$ cat src/rtl/md_unit.sv
// md_unit: iterative RV32M multiply/divide unit, one iteration per cycle over 32 cycles.
module md_unit (
    input  logic        clk,
    input  logic        rst_n,
    input  logic        start,
    input  logic [2:0]  funct3,
    input  logic [31:0] rs1_out,
    input  logic [31:0] rs2_out,
    output logic        stall,
    output logic        busy,
    output logic        done,
    output logic [31:0] md_result
);
    typedef enum logic [1:0] {IDLE, CALC, DONE} state_t;
    state_t state, state_nx;
    logic [2:0]  op;
    logic [4:0]  cnt;
    logic        neg;
    logic [31:0] m, hi, lo;
    logic        a_sgn, b_sgn, a_neg, b_neg, is_div, is_rem, div0, ovf, special, acc_neg;
    logic [31:0] a_mag, b_mag, spec_res;
    logic [32:0] mul_sum, div_r, div_d;
    logic        div_ge;
    logic [31:0] hi_nx, lo_nx, div_val, div_res, fin;
    logic [63:0] prod;

    assign a_sgn    = funct3 inside {3'b001, 3'b010, 3'b100, 3'b110};
    assign b_sgn    = funct3 inside {3'b001, 3'b100, 3'b110};
    assign a_neg    = a_sgn & rs1_out[31];
    assign b_neg    = b_sgn & rs2_out[31];
    assign a_mag    = a_neg ? -rs1_out : rs1_out;
    assign b_mag    = b_neg ? -rs2_out : rs2_out;
    assign is_div   = funct3[2];
    assign is_rem   = funct3[2] & funct3[1];
    assign div0     = is_div & (rs2_out == 32'd0);
    assign ovf      = is_div & ~funct3[0] & (rs1_out == 32'h8000_0000) & (rs2_out == 32'hFFFF_FFFF);
    assign special  = div0 | ovf;
    assign spec_res = div0 ? (is_rem ? rs1_out : 32'hFFFF_FFFF) : (is_rem ? 32'd0 : 32'h8000_0000);
    // remainder follows the dividend; quotient and product follow the sign difference
    assign acc_neg  = is_rem ? a_neg : a_neg ^ b_neg;

    // multiply: hi:lo holds partial product with multiplier bits shifting out of lo
    // divide: hi is the partial remainder, lo shifts dividend out and quotient in
    assign mul_sum = {1'b0, hi} + (lo[0] ? {1'b0, m} : 33'd0);
    assign div_r   = {hi, lo[31]};
    assign div_d   = div_r - {1'b0, m};
    assign div_ge  = ~div_d[32];
    assign hi_nx   = op[2] ? (div_ge ? div_d[31:0] : div_r[31:0]) : mul_sum[32:1];
    assign lo_nx   = op[2] ? {lo[30:0], div_ge} : {mul_sum[0], lo[31:1]};
    assign prod    = neg ? -{hi_nx, lo_nx} : {hi_nx, lo_nx};
    assign div_val = op[1] ? hi_nx : lo_nx;
    assign div_res = neg ? -div_val : div_val;
    assign fin     = op[2] ? div_res : (op == 3'b000 ? prod[31:0] : prod[63:32]);

    always_ff @(posedge clk or negedge rst_n) begin
        if (!rst_n) state <= IDLE;
        else        state <= state_nx;
    end

    always_comb begin
        state_nx = IDLE;
        if (state == IDLE) state_nx = start ? (special ? DONE : CALC) : IDLE;
        if (state == CALC) state_nx = (cnt == 5'd0) ? DONE : CALC;
    end

    always_comb begin
        busy  = state == CALC;
        done  = state == DONE;
        stall = (state == IDLE && start) || state == CALC;
    end

    always_ff @(posedge clk or negedge rst_n) begin
        if (!rst_n) begin
            op        <= 3'd0;
            cnt       <= 5'd0;
            neg       <= 1'b0;
            m         <= 32'd0;
            hi        <= 32'd0;
            lo        <= 32'd0;
            md_result <= 32'd0;
        end else if (state == IDLE && start) begin
            op  <= funct3;
            neg <= acc_neg;
            cnt <= 5'd31;
            hi  <= 32'd0;
            m   <= is_div ? b_mag : a_mag;
            lo  <= is_div ? a_mag : b_mag;
            if (special) md_result <= spec_res;
        end else if (state == CALC) begin
            hi  <= hi_nx;
            lo  <= lo_nx;
            cnt <= cnt - 5'd1;
            if (cnt == 5'd0) md_result <= fin;
        end
    end
endmodule

$ cat config.mk
export PLATFORM = sky130hd
export DESIGN_NAME = md_unit
export DESIGN_NICKNAME = d
export VERILOG_FILES = /design/src/rtl/md_unit.sv
export SDC_FILE = /design/constraint.sdc
export NUM_CORES = 1
export LEC_CHECK = 0
export BUFFER_PORTS_ARGS = -buffer_cell sky130_fd_sc_hd__buf_2
export CAP_MARGIN = 25
export CORE_MARGIN = 2
export CORE_UTILIZATION = 45
export DETAILED_ROUTE_END_ITERATION = 6
export GPL_ROUTABILITY_DRIVEN = 0
export MAX_ROUTING_LAYER = met4
export PLACE_DENSITY_LB_ADDON = 0.25
export SLEW_MARGIN = 20
export SYNTH_ARGS = -nofsm -noshare
export SYNTH_HDL_FRONTEND = slang
export SYNTH_SLANG_ARGS = --single-unit
export TNS_END_PERCENT = 10
$ cat constraint.sdc
create_clock -name clk -period 7.45 [get_ports clk]
set_input_delay 1.49 -clock clk [delete_from_list [all_inputs] [get_ports clk]]
set_output_delay 1.49 -clock clk [all_outputs]
set_load 0.01 [all_outputs]
==> results.md, run 1 <==
* Status: completed
* CTS tree: yes
* Met1 Use GR at 48.62%
* Final hold viol count at 0
* Max_cap viols at 0
* Most frequent cell after synthesis: nand2_1
* Routed vias at 19560
* Pin count of the biggest net entering global routing at 96
* Met2 global-route usage at 54.01%
* Synth Area in Adders at 5.468%
* Flop2flop setup slack at 1050 ps
* Max-slew headroom at 14.78%
* Starting DRT DRC Count at 3220
* Hold-critical path endpoint: m[15]
* Vias per inst at 6.695
* Clock skew at 13.84 ps
* Cell taking the most area after synthesis: dfrtp_1
* Crit end category: flip-flop
* Buf/Inv on CP at 2
* Depth of the CTS H-tree at 4
* RSZ-0062 raised after global routing: false
* Commonest cells post-synth: nand2_1 (278), nor2_1 (234), o21ai_0 (225)
* Setup TNS at 0 ps
* Post-Route WL at 73.32 mm
* DR pass1 iterations at 7
* NumNets Final at 2541
* Crit path max-delay family: simple AND/OR/NAND/NOR gates
* Antenna violation net count after detailed routing at 0
* Core area at 0.03740 mm²
* Setup Buffers After CTS at 0
* Hold path cells at 2
* GR Util met3 at 10.08%
* Fmax at 0.1561 GHz
* Root Buffer: clkbuf_16
* Io pins at 105
* Diode count at 0
* Rows at 71
* Synth Area per Inst at 7.140 µm²
* Final Cycle Share at 85.97%
* Least-Margin Pin Slew at 1246 ps
* Die area at 0.03930 mm²
* Share of cells above drive strength 1 at 11.12%
* Syn-to-layout area delta at 8.879%
* Max Slew Vio Count at 0
* Number of global-route vias before repair at 17890
* Hold Path Origin: m[15]
* Syn Std Cell Area at 0.01698 mm²
* Total CTS buffers at 17
* Die X at 198.3 µm
* Reg2reg path depth at 20
* Most Crowded Layer GR: met2
* Largest family of logic cells by synthesized area: compound AO/OA/AOI/OAI gates
* Synth top area cells: dfrtp_1 (20%), o21ai_0 (6.6%), a21oi_1 (6.3%)
* Total gr overflow at 0
* Crit path time final at 6405 ps
* CP required at 7810 ps
* Longest Clk Path Bufs at 2
* XOR/XNOR share of the synthesized area at 8.562%
* HP Class: reg -> reg
* Resized cells post-CTS at 0
* Global Route Usage Sum at 38.13%
* Initial antenna violation count at 2
* DRC Markers at 0
* Top FF cell, synth: dfrtp_1
* Post-synthesis simple-gate area fraction at 24.98%
* CP peak stage delay at 570 ps
* CP Max Fanout at 10
* TritonCTS sink count at 139
* Initial Utilization at 45.40%
* WP data arrival at 6760 ps
* Clk_lat worst skew at 460 ps
* Post-synth EDFFs at 0
* Mux contribution to synthesized area at 4.348%
* Share of the synthesized area in the top cell type at 20.48%
* Post-synthesis sequential area ratio at 20.48%
* Synthesized instance count at 2378
* R2r startpoint: hi[16]
* Critical path type: reg -> reg
* Die H at 198.3 µm
* Seq cells post-synth at 139
* Critical R2R Capture: md_result[30]
* I/O Buffers at 104
* DP Wirelength at 56.51 mm
* Total nets after synthesis at 2521
* Final setup viols at 0
* Yosys warning total at 0
* First-pass GRT wire length at 109.4 mm
* Synth Area in Compound Gates at 30.94%
* CTS Hold Bufs at 0
* Reg clk slew, reported paths at 70 ps
* Share of flip-flops with an asynchronous set or reset at 100.0%
* Drt wl/cell at 25.09 µm
* Crit path cell chain: ha_1 > a21oi_2 > o21ai_2 > a211oi_2 > o31ai_2 > o31ai_1 > o21bai_1 > inv_1 > ha_1 > inv_1 > or3_1 > nor3_1 > nand4_1 > or2_2 > nor4_2 > nand3_2 > or4_1 > and3_1 > or3b_1 > o2111ai_1
* Crit start category: flip-flop
* Yosys cell types at 101
* CP max stage cell: or4_1
-- cells in the final DEF, fill, tap and decap left out, types with 31 or more instances in the layout --
cell type | Yosys | final
inv_1 | 78 | 77
nor2_1 | 234 | 234
xnor2_1 | 92 | 92
mux2i_1 | 34 | 34
o31ai_1 | 31 | 31
xor2_1 | 74 | 74
o21ai_0 | 225 | 225
o211ai_1 | 34 | 34
nor3_1 | 78 | 77
buf_2 | 13 | 102
nand2_1 | 278 | 277
nand3_1 | 49 | 49
a21oi_1 | 214 | 213
buf_4 | 4 | 40
ha_1 | 71 | 71
dfrtp_1 | 139 | 135
and2_1 | 53 | 52
a31oi_1 | 43 | 43
nand4_1 | 37 | 37
-- sequential cells by signal, summed over array words and instances (netlist names) --
name       flops
neg            1
md_result     32
lo            32
hi            32
m             32
op             3
cnt            5
state          2
-- how the worst max path moves through the flow --
stage               startpoint             to  slack, ps  cells after the start
floorplan               lo[31]  md_result[30]       1490                     24
global placement        lo[31]  md_result[30]       1430                     22
detailed placement      hi[16]  md_result[30]       1320                     20
CTS                     hi[16]  md_result[30]       1240                     20
global route             m[25]  md_result[30]        710                     21
finish                  hi[16]  md_result[30]       1050                     20
-- area by class of cell --
class | instances | area, µm²
sequential | 139 | 3486
timing repair buffer | 146 | 860.8
clock inverter | 10 | 118.9
tap | 511 | 639.4
fill | 3713 | 18910
multi-input combinational | 2014 | 12630
clock buffer | 22 | 454.2
inverter | 80 | 300.3
-- cell families (layout without fill, tap and decap cells) --
kind of cell / Yosys count / in the layout
AND/OR/NAND/NOR: 889 / 889
multiplexers: 66 / 66
XOR/XNOR: 166 / 166
adder cells (fa/ha/maj): 73 / 73
buffers and inverters: 225 / 258
flip-flops: 139 / 139
AO/OA/AOI/OAI: 820 / 820
-- layer usage --
metal	wire length [µm]	part of all wire, %
met1	28430	39
met2	30150	41
met3	9536	13
met4	5202	7.1
met5	0	0
-- worst reg2reg max path: cells and delay by family (launching register included) --
kind                       cells  cell delay [ps]
AOI/OAI and AO/OA              7             1900
and+or+nand+nor                9             3110
DFF                            1              440
adders and majority gates      2              620
buffers and inverters          2              220
-- stage by stage --
stage	hold WS [ps]	setup WS, ps	instance area (µm²)	std cells	util (%)
finish	504.1	1045	18490	2922	49.43
global route	531.6	706.2	18490	2922	49.43
CTS	502.6	1244	18460	2920	49.36
detailed placement	488.8	1318	17890	2888	47.83
global placement	474.9	1426	17870	2887	47.79
floorplan	463.2	1486	16980	2378	-
Power of run 1 is left out: the tool's default activity adds up to more than one toggle a clock period on the data nets, which glitch-free logic cannot reach.
==> run 2: changes to the inputs <==
- PLACE_DENSITY: default -> 0.7
- PLACE_DENSITY_LB_ADDON: 0.25 -> default
==> run 2 against run 1 <==
Against the previous run:
- the run now ends with DRC left
- flip-flop and latch count unchanged
- non-clock buffer count down 3
- critical path depth did not move
- maximum frequency shrank 1.8%
- clock skew increased by 0.59 ps
- sequential share of layout area about the same
- largest cell class unchanged
- highest routed layer unchanged
==> results.md, run 2 (synthesized netlist as in run 1, its figures left out) <==
* Status: finished, violations left
* Failing checks: DRC
* Total gr overflow at 0 (unchanged)
* Final setup viols at 0 (unchanged)
* Initial antenna violation count at 10 (+8)
* Reg2reg path depth at 20 (unchanged)
* Crit end category: flip-flop
* Max-slew headroom at 21.37% (+6.6 points)
* Die X at 198.3 µm (unchanged)
* Initial Utilization at 45.40% (unchanged)
* Syn-to-layout area delta at 8.997%
* DRC Markers at 29 (+29)
* Hold Path Origin: md_result[3]
* Starting DRT DRC Count at 3390 (+5.3%)
* Share of cells above drive strength 1 at 11.17% (+0.055 points)
* Post-Route WL at 75.86 mm (+3.5%)
* Setup TNS at 0 ps (unchanged)
* Clock skew at 14.43 ps (+0.5898 ps)
* Vias per inst at 6.942 (+3.7%)
* CP required at 7810 ps (about the same)
* Most frequent cells in the layout: nand2_1 (277), nor2_1 (234), o21ai_0 (225), a21oi_1 (213), dfrtp_1 (135)
* Rows at 71 (unchanged)
* Final hold viol count at 0 (unchanged)
* Die area at 0.03930 mm² (unchanged)
* Multi-input gate area at 0.01263 mm² (unchanged)
* Setup Buffers After CTS at 0 (unchanged)
* Critical path type: reg -> reg
* Drt wl/cell at 25.91 µm (+3.3%)
* R2r startpoint: hi[16]
* Commonest non-fill, non-tap cell in the layout: nand2_1
* Flop2flop setup slack at 920 ps (-120 ps)
* Max_cap viols at 0 (unchanged)
* Critical R2R Capture: md_result[30]
* HP Class: reg -> reg
* Crit start category: flip-flop
* Die H at 198.3 µm (unchanged)
* Antenna violation net count after detailed routing at 0 (unchanged)
* Fill cells at 3699 (-0.38%)
* Routed vias at 20330 (+3.9%)
* Core area at 0.03740 mm² (unchanged)
* Fin util at 49.49% (+0.054 points)
* Hold-critical path endpoint: md_result[3]
* CTS Hold Bufs at 0 (unchanged)
* TritonCTS sink count at 139 (unchanged)
* CP Max Fanout at 10 (unchanged)
* Hold path cells at 2 (unchanged)
* Longest Clk Path Bufs at 2 (unchanged)
* Clk_lat worst skew at 460 ps (about the same)
* Reg clk slew, reported paths at 70 ps (about the same)
* RSZ-0062 raised after global routing: false
* Fmax at 0.1533 GHz (-1.8%)
* DR pass1 iterations at 7 (unchanged)
* Root Buffer: clkbuf_16
* Number of global-route vias before repair at 18090 (+1.1%)
* Resized cells post-CTS at 0 (unchanged)
* Pin count of the biggest net entering global routing at 122 (+27%)
* Final Cycle Share at 87.58% (+1.6 points)
* Io pins at 105 (unchanged)
* Crit path time final at 6525 ps (+120.2 ps)
* WP data arrival at 6880 ps (+120 ps)
* Global Route Usage Sum at 38.87% (+0.75 points)
* FF/Latch Area at 0.003486 mm² (unchanged)
* First-pass GRT wire length at 112.0 mm (+2.3%)
* NumNets Final at 2538 (-0.12%)
* DP Wirelength at 58.19 mm (+3.0%)
* I/O Buffers at 104 (unchanged)
* Total CTS buffers at 17 (unchanged)
* Max Slew Vio Count at 0 (unchanged)
* CTS tree: yes
* Least-Margin Pin Slew at 1169 ps (-77.47 ps)
* Depth of the CTS H-tree at 4 (unchanged)
run 2: changes by cell type in the layout (fill, tap and decap cells not counted), sizes merged:
cell / change
clkinvlp: -2
clkinv: -2
clkbuf: -4
bufinv: -2
clkdlybuf4s15: -1
inv: +10
buf: -2
diode: +9
run 2: metrics by stage:
step	instance area (µm²)	instances	worst slack, ps	hold slack [ps]
3_5_place_dp	17870	2885	1156	476.3
3_3_place_gp	17870	2885	1474	474.2
6_report	18510	2928	924.9	494.1
2_1_floorplan	16980	2378	1486	463.2
4_1_cts	18460	2917	1085	493.9
5_1_grt	18500	2926	599.7	510.4
run 2: per-layer routing:
| layer | vias to the layer above | global-route usage (%) | share of wire (%) |
|---|---|---|---|
| met1 | 9446 | 47.64 | 37 |
| met4 | 0 | 23.09 | 7.9 |
| met3 | 425 | 13.40 | 15 |
| li1 | 8802 | - | - |
| met5 | - | - | 0 |
| met2 | 1652 | 54.93 | 41 |
run 2: area by class of cell:
| cell class | count | area share, % |
|---|---|---|
| clock inverter | 14 | 0.8045 |
| timing repair buffer | 143 | 4.557 |
| antenna | 9 | 0.1217 |
| sequential | 139 | 18.83 |
| inverter | 80 | 1.622 |
| multi-input combinational | 2014 | 68.23 |
| clock buffer | 18 | 2.373 |
| tap | 511 | 3.455 |
run 2: worst max-delay path by stage:
stage	startpoint	to	slack, ps	depth (start not counted)
after floorplan	lo[31]	md_result[30]	1490	24
after global placement	hi[16]	md_result[30]	1470	20
after detailed placement	hi[16]	md_result[30]	1160	20
after CTS	hi[16]	md_result[30]	1090	20
after global routing	m[17]	md_result[30]	600	21
final	hi[16]	md_result[30]	920	20
run 2: critical path, stage by stage, from the launching register on:
cell	delay [ps]
dfrtp_1	430
ha_1	430
a21oi_2	280
o21ai_2	160
a211oi_2	300
o31ai_2	210
o31ai_1	580
o21bai_1	300
inv_1	170
ha_1	200
inv_1	60
or3_1	390
nor3_1	350
nand4_1	220
or2_2	410
nor4_2	380
nand3_2	280
or4_1	580
and3_1	190
or3b_1	370
o2111ai_1	110
Power of run 2 is left out for the same reason.
